==> src/rtl/add_sub_pkg.sv <==
// Shared definitions for the iterative adder/subtractor.
// The state encoding is kept as plain localparams so legacy blocks can reuse it.
package add_sub_pkg;

  typedef logic [1:0] state_t;

  localparam state_t IDLE = 2'b00;
  localparam state_t RUN  = 2'b01;
  localparam state_t DONE = 2'b10;

endpackage

==> src/rtl/chunk_adder.sv <==
// CHUNK-bit ripple adder built from full_adder cells.
// Also exposes the carry into the MSB so the caller can derive signed overflow.
module chunk_adder #(
  parameter int unsigned CHUNK = 8
) (
  input  logic [CHUNK-1:0] a,
  input  logic [CHUNK-1:0] b,
  input  logic             cin,
  output logic [CHUNK-1:0] sum,
  output logic             carryout,
  output logic             carry_msb
);

  logic [CHUNK:0] c;

  assign c[0] = cin;

  for (genvar i = 0; i < CHUNK; i++) begin : g_bit
    full_adder u_fa (
      .a   (a[i]),
      .b   (b[i]),
      .cin (c[i]),
      .s   (sum[i]),
      .cout(c[i+1])
    );
  end

  assign carryout  = c[CHUNK];
  assign carry_msb = c[CHUNK-1];

endmodule

==> src/rtl/full_adder.sv <==
// 1-bit full adder cell.
module full_adder (
  input  logic a,
  input  logic b,
  input  logic cin,
  output logic s,
  output logic cout
);

  assign s    = a ^ b ^ cin;
  assign cout = (a & b) | (cin & (a ^ b));

endmodule

==> src/rtl/iter_add_sub.sv <==
// Iterative adder/subtractor: one CHUNK-bit slice per cycle, NCHUNK cycles per operation,
// valid/ready handshake on both sides.
module iter_add_sub
  import add_sub_pkg::*;
#(
  parameter int unsigned WIDTH = 32,
  parameter int unsigned CHUNK = 8
) (
  input  logic             clk,
  input  logic             reset,
  input  logic             in_valid,
  output logic             in_ready,
  input  logic [WIDTH-1:0] a,
  input  logic [WIDTH-1:0] b,
  input  logic             subtract,
  input  logic             carryin,
  output logic             out_valid,
  input  logic             out_ready,
  output logic [WIDTH-1:0] sum,
  output logic             carryout,
  output logic             overflow,
  output logic             zero
);

  localparam int unsigned NCHUNK = WIDTH / CHUNK;
  localparam int unsigned IW     = (NCHUNK > 1) ? $clog2(NCHUNK) : 1;

  if ((WIDTH % CHUNK) != 0) begin : g_bad_chunk
    $error("iter_add_sub: WIDTH must be a multiple of CHUNK");
  end

  state_t           state_q, state_d;
  logic [WIDTH-1:0] a_q, b_q, sum_q, sum_d;
  logic             carry_q;
  logic [IW-1:0]    idx_q;
  logic             carryout_q, overflow_q, zero_q;

  logic             last;
  int unsigned      base;
  logic [CHUNK-1:0] chunk_sum;
  logic             chunk_co, chunk_cmsb;

  assign last = (idx_q == IW'(NCHUNK - 1));
  assign base = 32'(idx_q) * CHUNK;

  chunk_adder #(
    .CHUNK(CHUNK)
  ) u_chunk_adder (
    .a        (a_q[base +: CHUNK]),
    .b        (b_q[base +: CHUNK]),
    .cin      (carry_q),
    .sum      (chunk_sum),
    .carryout (chunk_co),
    .carry_msb(chunk_cmsb)
  );

  always_comb begin
    state_d = state_q;
    sum_d   = sum_q;
    sum_d[base +: CHUNK] = chunk_sum;
    case (state_q)
      IDLE:    if (in_valid) state_d = RUN;
      RUN:     if (last) state_d = DONE;
      DONE:    if (out_ready) state_d = IDLE;
      default: state_d = IDLE;
    endcase
  end

  always_ff @(posedge clk or posedge reset) begin
    if (reset) begin
      state_q    <= IDLE;
      a_q        <= '0;
      b_q        <= '0;
      carry_q    <= 1'b0;
      idx_q      <= '0;
      sum_q      <= '0;
      carryout_q <= 1'b0;
      overflow_q <= 1'b0;
      zero_q     <= 1'b0;
    end else begin
      state_q <= state_d;
      case (state_q)
        IDLE: begin
          if (in_valid) begin
            // Subtraction is A + ~B + 1; carryin is ignored in that mode.
            a_q     <= a;
            b_q     <= b ^ {WIDTH{subtract}};
            carry_q <= subtract | carryin;
            idx_q   <= '0;
          end
        end
        RUN: begin
          sum_q   <= sum_d;
          carry_q <= chunk_co;
          idx_q   <= idx_q + IW'(1);
          if (last) begin
            carryout_q <= chunk_co;
            overflow_q <= chunk_cmsb ^ chunk_co;
            zero_q     <= (sum_d == '0);
          end
        end
        default: ;
      endcase
    end
  end

  assign in_ready  = (state_q == IDLE);
  assign out_valid = (state_q == DONE);
  assign sum       = sum_q;
  assign carryout  = carryout_q;
  assign overflow  = overflow_q;
  assign zero      = zero_q;

endmodule

==> config.mk <==
export PLATFORM = sky130hd
export DESIGN_NAME = iter_add_sub
export DESIGN_NICKNAME = d
export VERILOG_FILES = /design/src/rtl/add_sub_pkg.sv /design/src/rtl/chunk_adder.sv /design/src/rtl/full_adder.sv /design/src/rtl/iter_add_sub.sv
export SDC_FILE = /design/constraint.sdc
export NUM_CORES = 1
export LEC_CHECK = 0
export ABC_AREA = 1
export CORE_ASPECT_RATIO = 1.2
export CORE_MARGIN = 2
export CORE_UTILIZATION = 35
export DETAILED_ROUTE_END_ITERATION = 7
export GPL_TIMING_DRIVEN = 0
export HOLD_SLACK_MARGIN = 0.05
export PLACE_DENSITY = 0.57
export SYNTH_ARGS = -nofsm -noshare
export SYNTH_HDL_FRONTEND = slang
export SYNTH_SLANG_ARGS = --single-unit
export TNS_END_PERCENT = 20
==> constraint.sdc <==
create_clock -name clk -period 11.55 [get_ports clk]
set_clock_uncertainty 0.05 [all_clocks]
set_input_delay 2.31 -clock clk [delete_from_list [all_inputs] [get_ports clk]]
set_output_delay 2.31 -clock clk [all_outputs]
set_load 0.02 [all_outputs]
==> flow_summary.yaml, run 1 <==
run_status:
  status: "finished clean"
synth:
  yosysMostFrequentCell: "nand2_1"
  synth_cells: 674
  synth_cell_types: 26
  netlist_area_sq_um: 5420
  yosys_warnings: 0
  yosys-top-cells-count: "nand2_1 (251), dfrtp_1 (104), o21ai_0 (70)"
  yosysSeqAreaShare_pct: 48.0
  synthFlopType: "dfrtp_1"
  synth_edf_count: 0
  synth_top_area_cell: "dfrtp_1"
  synth.avg_cell_area_sq_um: 8.05
  synth.top_cell.area_share_pct: 48.0
  synthesis.nets: 758
  ys_seq_elements: 104
  synthArstFlopShare_pct: 100
  yosys-top-cells-area: "dfrtp_1 (48%), nand2_1 (17%), o21ai_0 (6.5%), xnor2_1 (5.3%), nor2_1 (3.8%)"
clock_tree:
  cts_made_buffers: 9
  clk_pin_slew_ns: 0.07
  htreeDepth: 3
  cts_buffer_depth: 2
  cts_tree: "done"
  post_cts_resized: 0
  cts_root_buf: "clkbuf_16"
  clock_latency_ns: 0.34
  cts_sinks: 104
  cts_hold_buf: 0
  postCtsSetupRepairBufs: 0
placed_design:
  post-dp-hpwl_um: 12000
  dp.cells: 984
  portBuffers: 105
  gp_congestion: 0.906
setup_path:
  slowest_delay_ns: 0.53
  reg2reg_slack_ns: 5.86
  crit_path_end: "zero"
  cp.required_ns: 11.79
  arrival_ns: 5.93
  critPathMaxFanout: 12
  ff2ff_path_depth: 24
  critPathSlowestCell: "fa_1"
  r2r_start: "idx_q[0]"
  crit_path_frequent_cell: "fa_1"
  critPathCaptureType: "register"
  cp-start-kind: "register"
  rr_endpoint: "zero"
  critPathLaunch: "idx_q[0]"
  path_class: "register to register"
  worstPathCellList: "inv_2, clkbuf_1, nand2_1, a32o_1, fa_1, fa_1, fa_1, fa_1, fa_1, inv_1, fa_1, inv_1, fa_1, fa_1, nor2_1, nand2_1, nor2_1, nor2_1, nand2_1, nor2_1, nand2_1, nor2_1, nand3_1, nand2_1"
final_layout:
  drive_gt1_share_pct: 6.66
  stdcell_count: 1000
  diodes: 0
  area_delta_synth_final_pct: 31.2
  fin_nets: 875
floorplan:
  ios: 107
  rows: 49
  die_w_um: 118
  core_area_sq_um: 15100
  dieArea_sq_um: 16500
  die_h_um: 140
  start_util_pct: 36.0
sta:
  slew_violations: 0
  finalHoldViolations: 0
  finalCriticalPeriod_ns: 5.69
  tightestPinTransition_ns: 0.613
  fin_tns_setup_ns: 0
  max_freq_mhz: 176
  worst_slew_margin_rel_pct: 59.2
  setup_violations: 0
  rsz0062_at_grt: "false"
  fin_crit_sh_pct: 49.3
route:
  routed_wl_um: 15600
  dr.pass1.iters: 4
  drc: 0
  vias_per_cell: 4.91
  ant_nets: 0
  drtIter0Drc: 394
  routedWlPerCell_um: 15.6
  vias: 4908
grt:
  antenna_found_initial: 0
  gr-total-overflow: 0
  grt_usage_pct: 19.2
  grt_pass1_wl_um: 25100
  grt_max_degree: 67
  first_global_vias: 4960
pwr:
  p_leak_nw: 3.21
  p_total_mw: 2.23
  p_per_area_nw_per_um2: 313
  ir_drop_v: 0.000136
min_path:
  hp-class: "register to register"
job:
  cap_violations: 0
==> worst max-delay path, delay by kind of cell (launching register included) <==
family                   cells  cell delay [ns]
adder cells (fa/ha/maj)      8             3.07
AND/OR/NAND/NOR             11             0.97
buffers and inverters        4             0.83
flip-flops                   1             0.46
AO/OA/AOI/OAI                1             0.26
==> worst min-delay path by stage <==
stage	from	end	cells after the start
2_1_floorplan	a_q[13]	a_q[13]	2
3_3_place_gp	a_q[22]	a_q[22]	2
3_5_place_dp	a_q[21]	a_q[21]	2
4_1_cts	a_q[21]	a_q[21]	2
5_1_grt	b_q[8]	b_q[8]	2
6_report	a_q[22]	a_q[22]	2
==> cell type report <==
type / count / area [sq um]
flip-flops and latches: 104 / 2600
fillers: 1540 / 7970
inverters: 37 / 141
repair buffers: 106 / 1080
plain buffers: 35 / 169
well taps: 204 / 255
clock buffers: 10 / 239
clock inverters: 6 / 115
multi-input cells: 498 / 2510
==> metal layers <==
metal	up-vias	share of wire, %	global-route usage [%]	wire length [um]
li1	2398	-	-	-
met1	2334	42	23.4	6590
met2	147	51	34.3	7960
met3	29	3.9	2.40	600
met4	0	2.6	7.80	401
met5	-	0	0	0
==> power by group <==
part / switching, mW / internal (mW) / leakage, nW
Combinational: 0.762 / 0.464 / 1.73
Clock: 0.141 / 0.219 / 0.169
Sequential: 0.114 / 0.527 / 1.31
Total: 1.02 / 1.21 / 3.21
==> cell families (layout without fill, tap and decap cells) <==
logic type                 after synthesis  in the layout  share of synthesized area [%]
and+or+nand+nor                        331            331                           23.9
adders and majority gates               14             14                           4.34
AOI/OAI and AO/OA                      120            120                           12.7
buffers and inverters                   72            194                           5.67
DFF                                    104            104                           48.0
xor gates and xnor gates                33             33                           5.33
==> metrics by stage <==
| stage | cell area, sq um | utilization, % | setup slack, ns | hold WS (ns) |
|---|---|---|---|---|
| 2_1_floorplan | 5420 | - | 6.46 | 0.394 |
| 3_3_place_gp | 6730 | 44.6 | 4.85 | 0.411 |
| 3_5_place_dp | 6760 | 44.8 | 5.91 | 0.415 |
| 4_1_cts | 7110 | 47.2 | 5.89 | 0.434 |
| 5_1_grt | 7110 | 47.2 | 5.60 | 0.462 |
| 6_report | 7110 | 47.2 | 5.86 | 0.437 |
==> flip-flops by register name (all words and copies together) (netlist names) <==
| signal | flops |
|---|---|
| sum | 32 |
| zero | 1 |
| carryout | 1 |
| idx_q | 2 |
| carry_q | 1 |
| overflow | 1 |
| state_q | 2 |
| a_q | 32 |
| b_q | 32 |
==> cell usage in the layout (no fill, tap or decap), types with 9 or more instances in the layout <==
master | Yosys | routed
nand2_1 | 251 | 251
clkdlybuf4s50_1 | 0 | 105
dfrtp_1 | 104 | 104
o21ai_0 | 70 | 70
nor2_1 | 55 | 55
xnor2_1 | 33 | 33
inv_1 | 31 | 30
buf_2 | 21 | 21
nand3_1 | 14 | 14
a21oi_1 | 14 | 14
a31oi_1 | 12 | 12
a32o_1 | 12 | 12
clkbuf_1 | 11 | 11
clkbuf_16 | 0 | 9
Power figures use the tool's default switching activity.
==> run 2: changes to the inputs <==
--- a/config.mk
+++ b/config.mk
@@ -12,7 +12,7 @@
 export DETAILED_ROUTE_END_ITERATION = 7
 export GPL_TIMING_DRIVEN = 0
 export HOLD_SLACK_MARGIN = 0.05
-export PLACE_DENSITY = 0.57
+export PLACE_DENSITY = 0.59
 export SYNTH_ARGS = -nofsm -noshare
 export SYNTH_HDL_FRONTEND = slang
 export SYNTH_SLANG_ARGS = --single-unit
==> constraint.sdc (replaced) <==
create_clock -name clk -period 5.14 [get_ports clk]
set_clock_uncertainty 0.05 [all_clocks]
set_input_delay 1.028 -clock clk [delete_from_list [all_inputs] [get_ports clk]]
set_output_delay 1.028 -clock clk [all_outputs]
set_load 0.02 [all_outputs]
==> run 2 against run 1 <==
  * Design area up 1.1%
  * Via count fell by 0.45%
  * Register-to-register slack worse by 5.7 ns
  * First-iteration DRC count down 11%
  * Sequential power increased by 130%
  * Critical endpoint unchanged
==> flow_summary.yaml, run 2 (synthesized netlist as in run 1, its figures left out) <==
setup_path:
  cp-start-kind: "register"
  critPathSlowestCell: "fa_1"
  slowest_delay_ns: 0.54
  cp.required_ns: 5.39
  worstPathCellList: "inv_1, buf_4, buf_8, a32o_2, fa_2, fa_2, fa_2, fa_2, fa_2, inv_1, fa_1, inv_1, fa_2, fa_1, nor2_2, nand2_1, nor2_1, nor2_1, nand2_1, nor2_1, nand2_1, nor2_2, nand3_1, nand2_1"
  critPathCaptureType: "register"
  arrival_ns: 5.22
  crit_path_frequent_cell: "fa_2"
  path_class: "register to register"
  critPathMaxFanout: 12
final_layout:
  register_area_sq_um: 2610
  drive_gt1_share_pct: 9.57
  final_common_cell: "nand2_1"
  diodes: 0
  fin_nets: 884
  multiInputGateArea_sq_um: 2530
  nFillCells: 1543
  final_cell_mix: "nand2_1 (251), clkdlybuf4s50_1 (105), dfrtp_1 (102)"
  postLayoutCellArea_sq_um: 7190
  area_delta_synth_final_pct: 32.6
floorplan:
  die_w_um: 118
  dieArea_sq_um: 16500
  start_util_pct: 36.0
  die_h_um: 140
  ios: 107
  core_area_sq_um: 15100
  rows: 49
clock_tree:
  cts_buffer_depth: 2
  clk_pin_slew_ns: 0.08
  clock_latency_ns: 0.35
  cts_hold_buf: 0
  htreeDepth: 3
  cts_made_buffers: 9
  cts_tree: "done"
  cts_sinks: 104
  cts_root_buf: "clkbuf_16"
run_status:
  status: "finished clean"
sta:
  max_freq_mhz: 201
  finalHoldViolations: 0
  fin_crit_sh_pct: 96.8
  tightestPinTransition_ns: 0.642
  finalCriticalPeriod_ns: 4.98
  setup_violations: 0
  worst_slew_margin_rel_pct: 57.2
  fin_tns_setup_ns: 0
  slew_violations: 0
  rsz0062_at_grt: "true"
grt:
  gr-total-overflow: 0
  antenna_found_initial: 0
  grt_pass1_wl_um: 25000
  grt_usage_pct: 19.0
  first_global_vias: 4957
  grt_max_degree: 73
job:
  cap_violations: 0
route:
  vias: 4886
  ant_nets: 0
  routed_wl_um: 15500
  routedWlPerCell_um: 15.4
  vias_per_cell: 4.84
  drc: 0
  dr.pass1.iters: 5
  drtIter0Drc: 350
placed_design:
  place_area_sq_um: 6760
  portBuffers: 105
  post-dp-hpwl_um: 11700
  gp_congestion: 0.922
pwr:
  ir_drop_v: 0.000307
  p_clk_share_pct: 13.3
  p_sw_share_pct: 46.3
  p_leak_nw: 3.25
  power_frac_seq_pct: 28.7
  switchingPower_mw: 2.32
  p_per_area_nw_per_um2: 696
  combPwrFrac_pct: 58.0
  p_int_mw: 2.68
min_path:
  hp-class: "register to register"
-- run 2: cell types whose count changed in the layout (fill, tap and decap cells not counted), sizes merged --
| cell | change |
|---|---|
| clkinv | +1 |
| inv | +3 |
| bufinv | -3 |
| clkbuf | -1 |
| buf | +9 |
-- run 2: timing repair --
action | in CTS | in global routing
gates cloned | 0 | 0
pin swaps | 1 | 2
resized for setup | 26 | 5
setup endpoints to repair | 4 | 1
setup buffers | 8 | 1
-- run 2: area by class of cell --
type	count	share of cell area, %
repair buffers	115	15.9
clock inverters	7	0.731
clock buffers	9	3.13
well taps	204	3.55
plain buffers	35	3.17
multi-input cells	498	35.3
flip-flops and latches	104	36.2
inverters	37	2.00
-- run 2: path summary, 6_finish.rpt --
check	endpoint	start	slack, ns	depth (start not counted)
max in group asynchronous	idx_q[1]	reset	3.32	3
setup reg to reg	zero	idx_q[1]	0.16	24
hold reg to reg	a_q[23]	a_q[23]	0.43	2
min in group asynchronous	sum[20]	reset	0.99	2
hold / removal	a_q[23]	a_q[23]	0.43	2
setup / recovery	zero	idx_q[1]	0.16	24
-- run 2: power groups by stage --
stage	Clock, mW	Combinational (mW)	Sequential [mW]
2_1_floorplan	0	1.67	1.49
3_3_place_gp	0	2.65	1.45
3_5_place_dp	0	2.70	1.45
4_1_cts	0.679	2.85	1.44
5_1_grt	0.706	3.17	1.48
6_report	0.665	2.90	1.44
-- run 2: layer usage --
metal / vias to the layer above / part of all wire [%] / track usage (%) / routed length (um)
met5: - / 0 / 0 / 0
met4: 0 / 3.1 / 8.05 / 475
met3: 38 / 5.2 / 3.14 / 807
met2: 189 / 50 / 34.0 / 7740
met1: 2246 / 42 / 22.6 / 6510
li1: 2413 / - / - / -
-- run 2: worst max-delay path, delay by kind of cell, from the launching register on --
family                   cells  cell delay (ns)
adder cells (fa/ha/maj)      8             2.81
AND/OR/NAND/NOR             10             0.87
buffers and inverters        5             0.53
flip-flops                   1             0.39
AO/OA/AOI/OAI                1             0.29
-- run 2: stage by stage --
stage / std cells / setup WS, ns / total power, mW / utilization [%] / hold slack, ns
floorplan: 674 / 0.223 / 3.16 / - / 0.394
global placement: 983 / -0.466 / 4.10 / 44.6 / 0.413
detailed placement: 984 / -0.511 / 4.16 / 44.8 / 0.413
CTS: 1008 / 0.0114 / 4.96 / 47.5 / 0.432
global route: 1009 / -0.0372 / 5.36 / 47.7 / 0.464
finish: 1009 / 0.163 / 5.00 / 47.7 / 0.431
==> run 3: changes to the inputs <==
--- a/config.mk
+++ b/config.mk
@@ -5,14 +5,13 @@
 export SDC_FILE = /design/constraint.sdc
 export NUM_CORES = 1
 export LEC_CHECK = 0
-export ABC_AREA = 1
 export CORE_ASPECT_RATIO = 1.2
 export CORE_MARGIN = 2
 export CORE_UTILIZATION = 35
 export DETAILED_ROUTE_END_ITERATION = 7
 export GPL_TIMING_DRIVEN = 0
 export HOLD_SLACK_MARGIN = 0.05
-export PLACE_DENSITY = 0.59
+export PLACE_DENSITY = 0.6
 export SYNTH_ARGS = -nofsm -noshare
 export SYNTH_HDL_FRONTEND = slang
 export SYNTH_SLANG_ARGS = --single-unit
==> run 3 against run 2 <==
  * Global-route usage down 1.4 points
  * Largest cell class unchanged
  * Area after synthesis down 8.3%
  * Critical endpoint unchanged
  * Total power down 2.8%
==> flow_summary.yaml, run 3 <==
grt:
  grt_usage_pct: 17.6
  grt_pass1_wl_um: 21100
  first_global_vias: 4279
  grt_max_degree: 72
  antenna_found_initial: 0
  gr-total-overflow: 0
setup_path:
  rr_endpoint: "zero"
  critPathCaptureType: "register"
  critPathSlowestCell: "fa_2"
  crit_path_frequent_cell: "fa_2"
  slowest_delay_ns: 0.57
  worstPathCellList: "buf_12, buf_12, mux4_2, inv_1, fa_2, fa_2, fa_2, fa_2, fa_1, inv_1, fa_1, inv_1, fa_2, fa_2, nand4_1, buf_4, o21a_1, a311oi_2, a32o_1"
  critPathLaunch: "idx_q[0]"
  arrival_ns: 5.30
  timing.critical_path.buf_inv: 6
  critPathMaxFanout: 10
  critical_path.top_delay_family: "adder cells"
  cp-start-kind: "register"
  r2r_start: "idx_q[0]"
  cp.required_ns: 5.37
  reg2reg_slack_ns: 0.07
  crit_path_end: "zero"
  path_class: "register to register"
  cp.depth: 19
  ff2ff_path_depth: 19
sta:
  finalWorstSetupSlack_ns: 0.0672
  setup_violations: 0
  max_freq_mhz: 197
  worst_slew_margin_rel_pct: 62.4
  tightestPinTransition_ns: 0.563
  slew_violations: 0
  finalHoldViolations: 0
  fin_crit_sh_pct: 98.7
  rsz0062_at_grt: "true"
  finalCriticalPeriod_ns: 5.07
final_layout:
  drive_gt1_share_pct: 9.00
  fin_nets: 712
  nFillCells: 1323
  final_common_cell: "nand2_1"
  area_delta_synth_final_pct: 34.8
  diodes: 0
  final_cell_mix: "nand2_1 (176), clkdlybuf4s50_1 (105), dfrtp_1 (103)"
synth:
  ys_seq_elements: 104
  netlist_area_sq_um: 4970
  synth.top_cell.area_share_pct: 52.3
  synth_cell_types: 37
  yosysSeqAreaShare_pct: 52.3
  yosys_warnings: 0
  synth_top_area_cell: "dfrtp_1"
  yosys-top-cells-count: "nand2_1 (176), dfrtp_1 (104), o21ai_0 (68)"
  synthFlopType: "dfrtp_1"
  yosys-top-cells-area: "dfrtp_1 (52%), nand2_1 (13%), mux4_2 (7.2%), o21ai_0 (6.8%), xnor2_1 (5.8%)"
  yosysMostFrequentCell: "nand2_1"
  synth_edf_count: 0
  synth.avg_cell_area_sq_um: 9.83
  synthArstFlopShare_pct: 100
  synthesis.nets: 590
  synth_cells: 506
route:
  drc: 0
  routedWlPerCell_um: 15.9
  routed_wl_um: 12800
  dr.pass1.iters: 4
  ant_nets: 0
  drtIter0Drc: 205
  vias: 3947
  vias_per_cell: 4.91
pwr:
  p_leak_nw: 2.94
  p_total_mw: 4.86
  p_per_area_nw_per_um2: 725
  ir_drop_v: 0.000407
run_status:
  status: "finished clean"
clock_tree:
  cts_sinks: 104
  cts_buffer_depth: 2
  cts_hold_buf: 0
  cts_made_buffers: 9
  clock_latency_ns: 0.34
  cts_root_buf: "clkbuf_16"
  cts_tree: "done"
  clk_pin_slew_ns: 0.07
  htreeDepth: 3
floorplan:
  die_h_um: 135
  ios: 107
  rows: 47
  core_area_sq_um: 13800
  die_w_um: 113
  start_util_pct: 36.0
  dieArea_sq_um: 15200
min_path:
  hp-class: "register to register"
placed_design:
  post-dp-hpwl_um: 9740
  pre_cts_slack_ns: -0.663
  gp_congestion: 0.812
  portBuffers: 105
job:
  cap_violations: 0
[run 3: worst register-to-register path: stages, from the launching register on]
cell,delay (ns)
dfrtp_2,0.44
buf_12,0.16
buf_12,0.15
mux4_2,0.22
inv_1,0.06
fa_2,0.36
fa_2,0.37
fa_2,0.36
fa_2,0.34
fa_1,0.35
inv_1,0.08
fa_1,0.17
inv_1,0.05
fa_2,0.37
fa_2,0.57
nand4_1,0.14
buf_4,0.17
o21a_1,0.20
a311oi_2,0.21
a32o_1,0.19
[run 3: how the worst min path moves through the flow]
| stage | startpoint | to | slack, ns | depth (start not counted) |
|---|---|---|---|---|
| after global routing | a_q[1] | a_q[1] | 0.45 | 2 |
| after floorplan | a_q[10] | a_q[10] | 0.39 | 2 |
| after global placement | a_q[31] | a_q[31] | 0.40 | 2 |
| final | a_q[8] | a_q[8] | 0.42 | 2 |
| after detailed placement | a_q[28] | a_q[28] | 0.41 | 2 |
| after CTS | a_q[28] | a_q[28] | 0.42 | 2 |
[run 3: cells by family after synthesis]
family                   count (synthesis)  synth area share (%)
AO/OA/AOI/OAI                           84                  9.01
XOR/XNOR                                33                  5.81
adder cells (fa/ha/maj)                 14                  4.73
buffers and inverters                   47                  3.85
flip-flops                             104                  52.3
multiplexers                            16                  7.25
AND/OR/NAND/NOR                        208                  17.0
[run 3: layout make-up]
type	count	area, sq um	area share (%)
Sequential cell	104	2600	38.8
Multi-Input combinational cell	355	2210	33.0
Timing Repair Buffer	111	1120	16.6
Clock buffer	14	284	4.24
Tap cell	171	214	3.19
Buffer	25	153	2.28
Inverter	22	85.1	1.27
Clock inverter	2	35.0	0.522
[run 3: per-layer routing]
metal  share of wire [%]  wire, um  GRT usage, %
met1                  42      5410          21.6
met2                  51      6550          30.5
met3                 3.9       501          3.10
met4                 2.7       340          7.86
met5                   0         0             0
[run 3: where the power goes]
group | total [mW] | internal (mW) | switching, mW
combinational | 2.73 | 1.17 | 1.56
clock | 0.717 | 0.430 | 0.287
sequential | 1.41 | 1.19 | 0.226
[run 3: metrics by stage]
step                TNS (ns)  instance area [sq um]  util (%)  hold slack, ns  cells
detailed placement    -0.663                   6280      45.5           0.407    783
global route         -0.0509                   6710      48.5           0.452    804
floorplan                  0                   4990         -           0.390    506
global placement      -13.26                   6250      45.2           0.404    782
CTS                        0                   6680      48.3           0.423    804
finish                     0                   6710      48.5           0.422    804
[run 3: what timing repair did]
| action | 4_1_cts | 5_1_grt |
|---|---|---|
| resized for setup | 15 | 5 |
| pin swaps | 7 | 6 |
| buffers inserted | 5 | 0 |
| endpoints found under the setup margin | 1 | 1 |
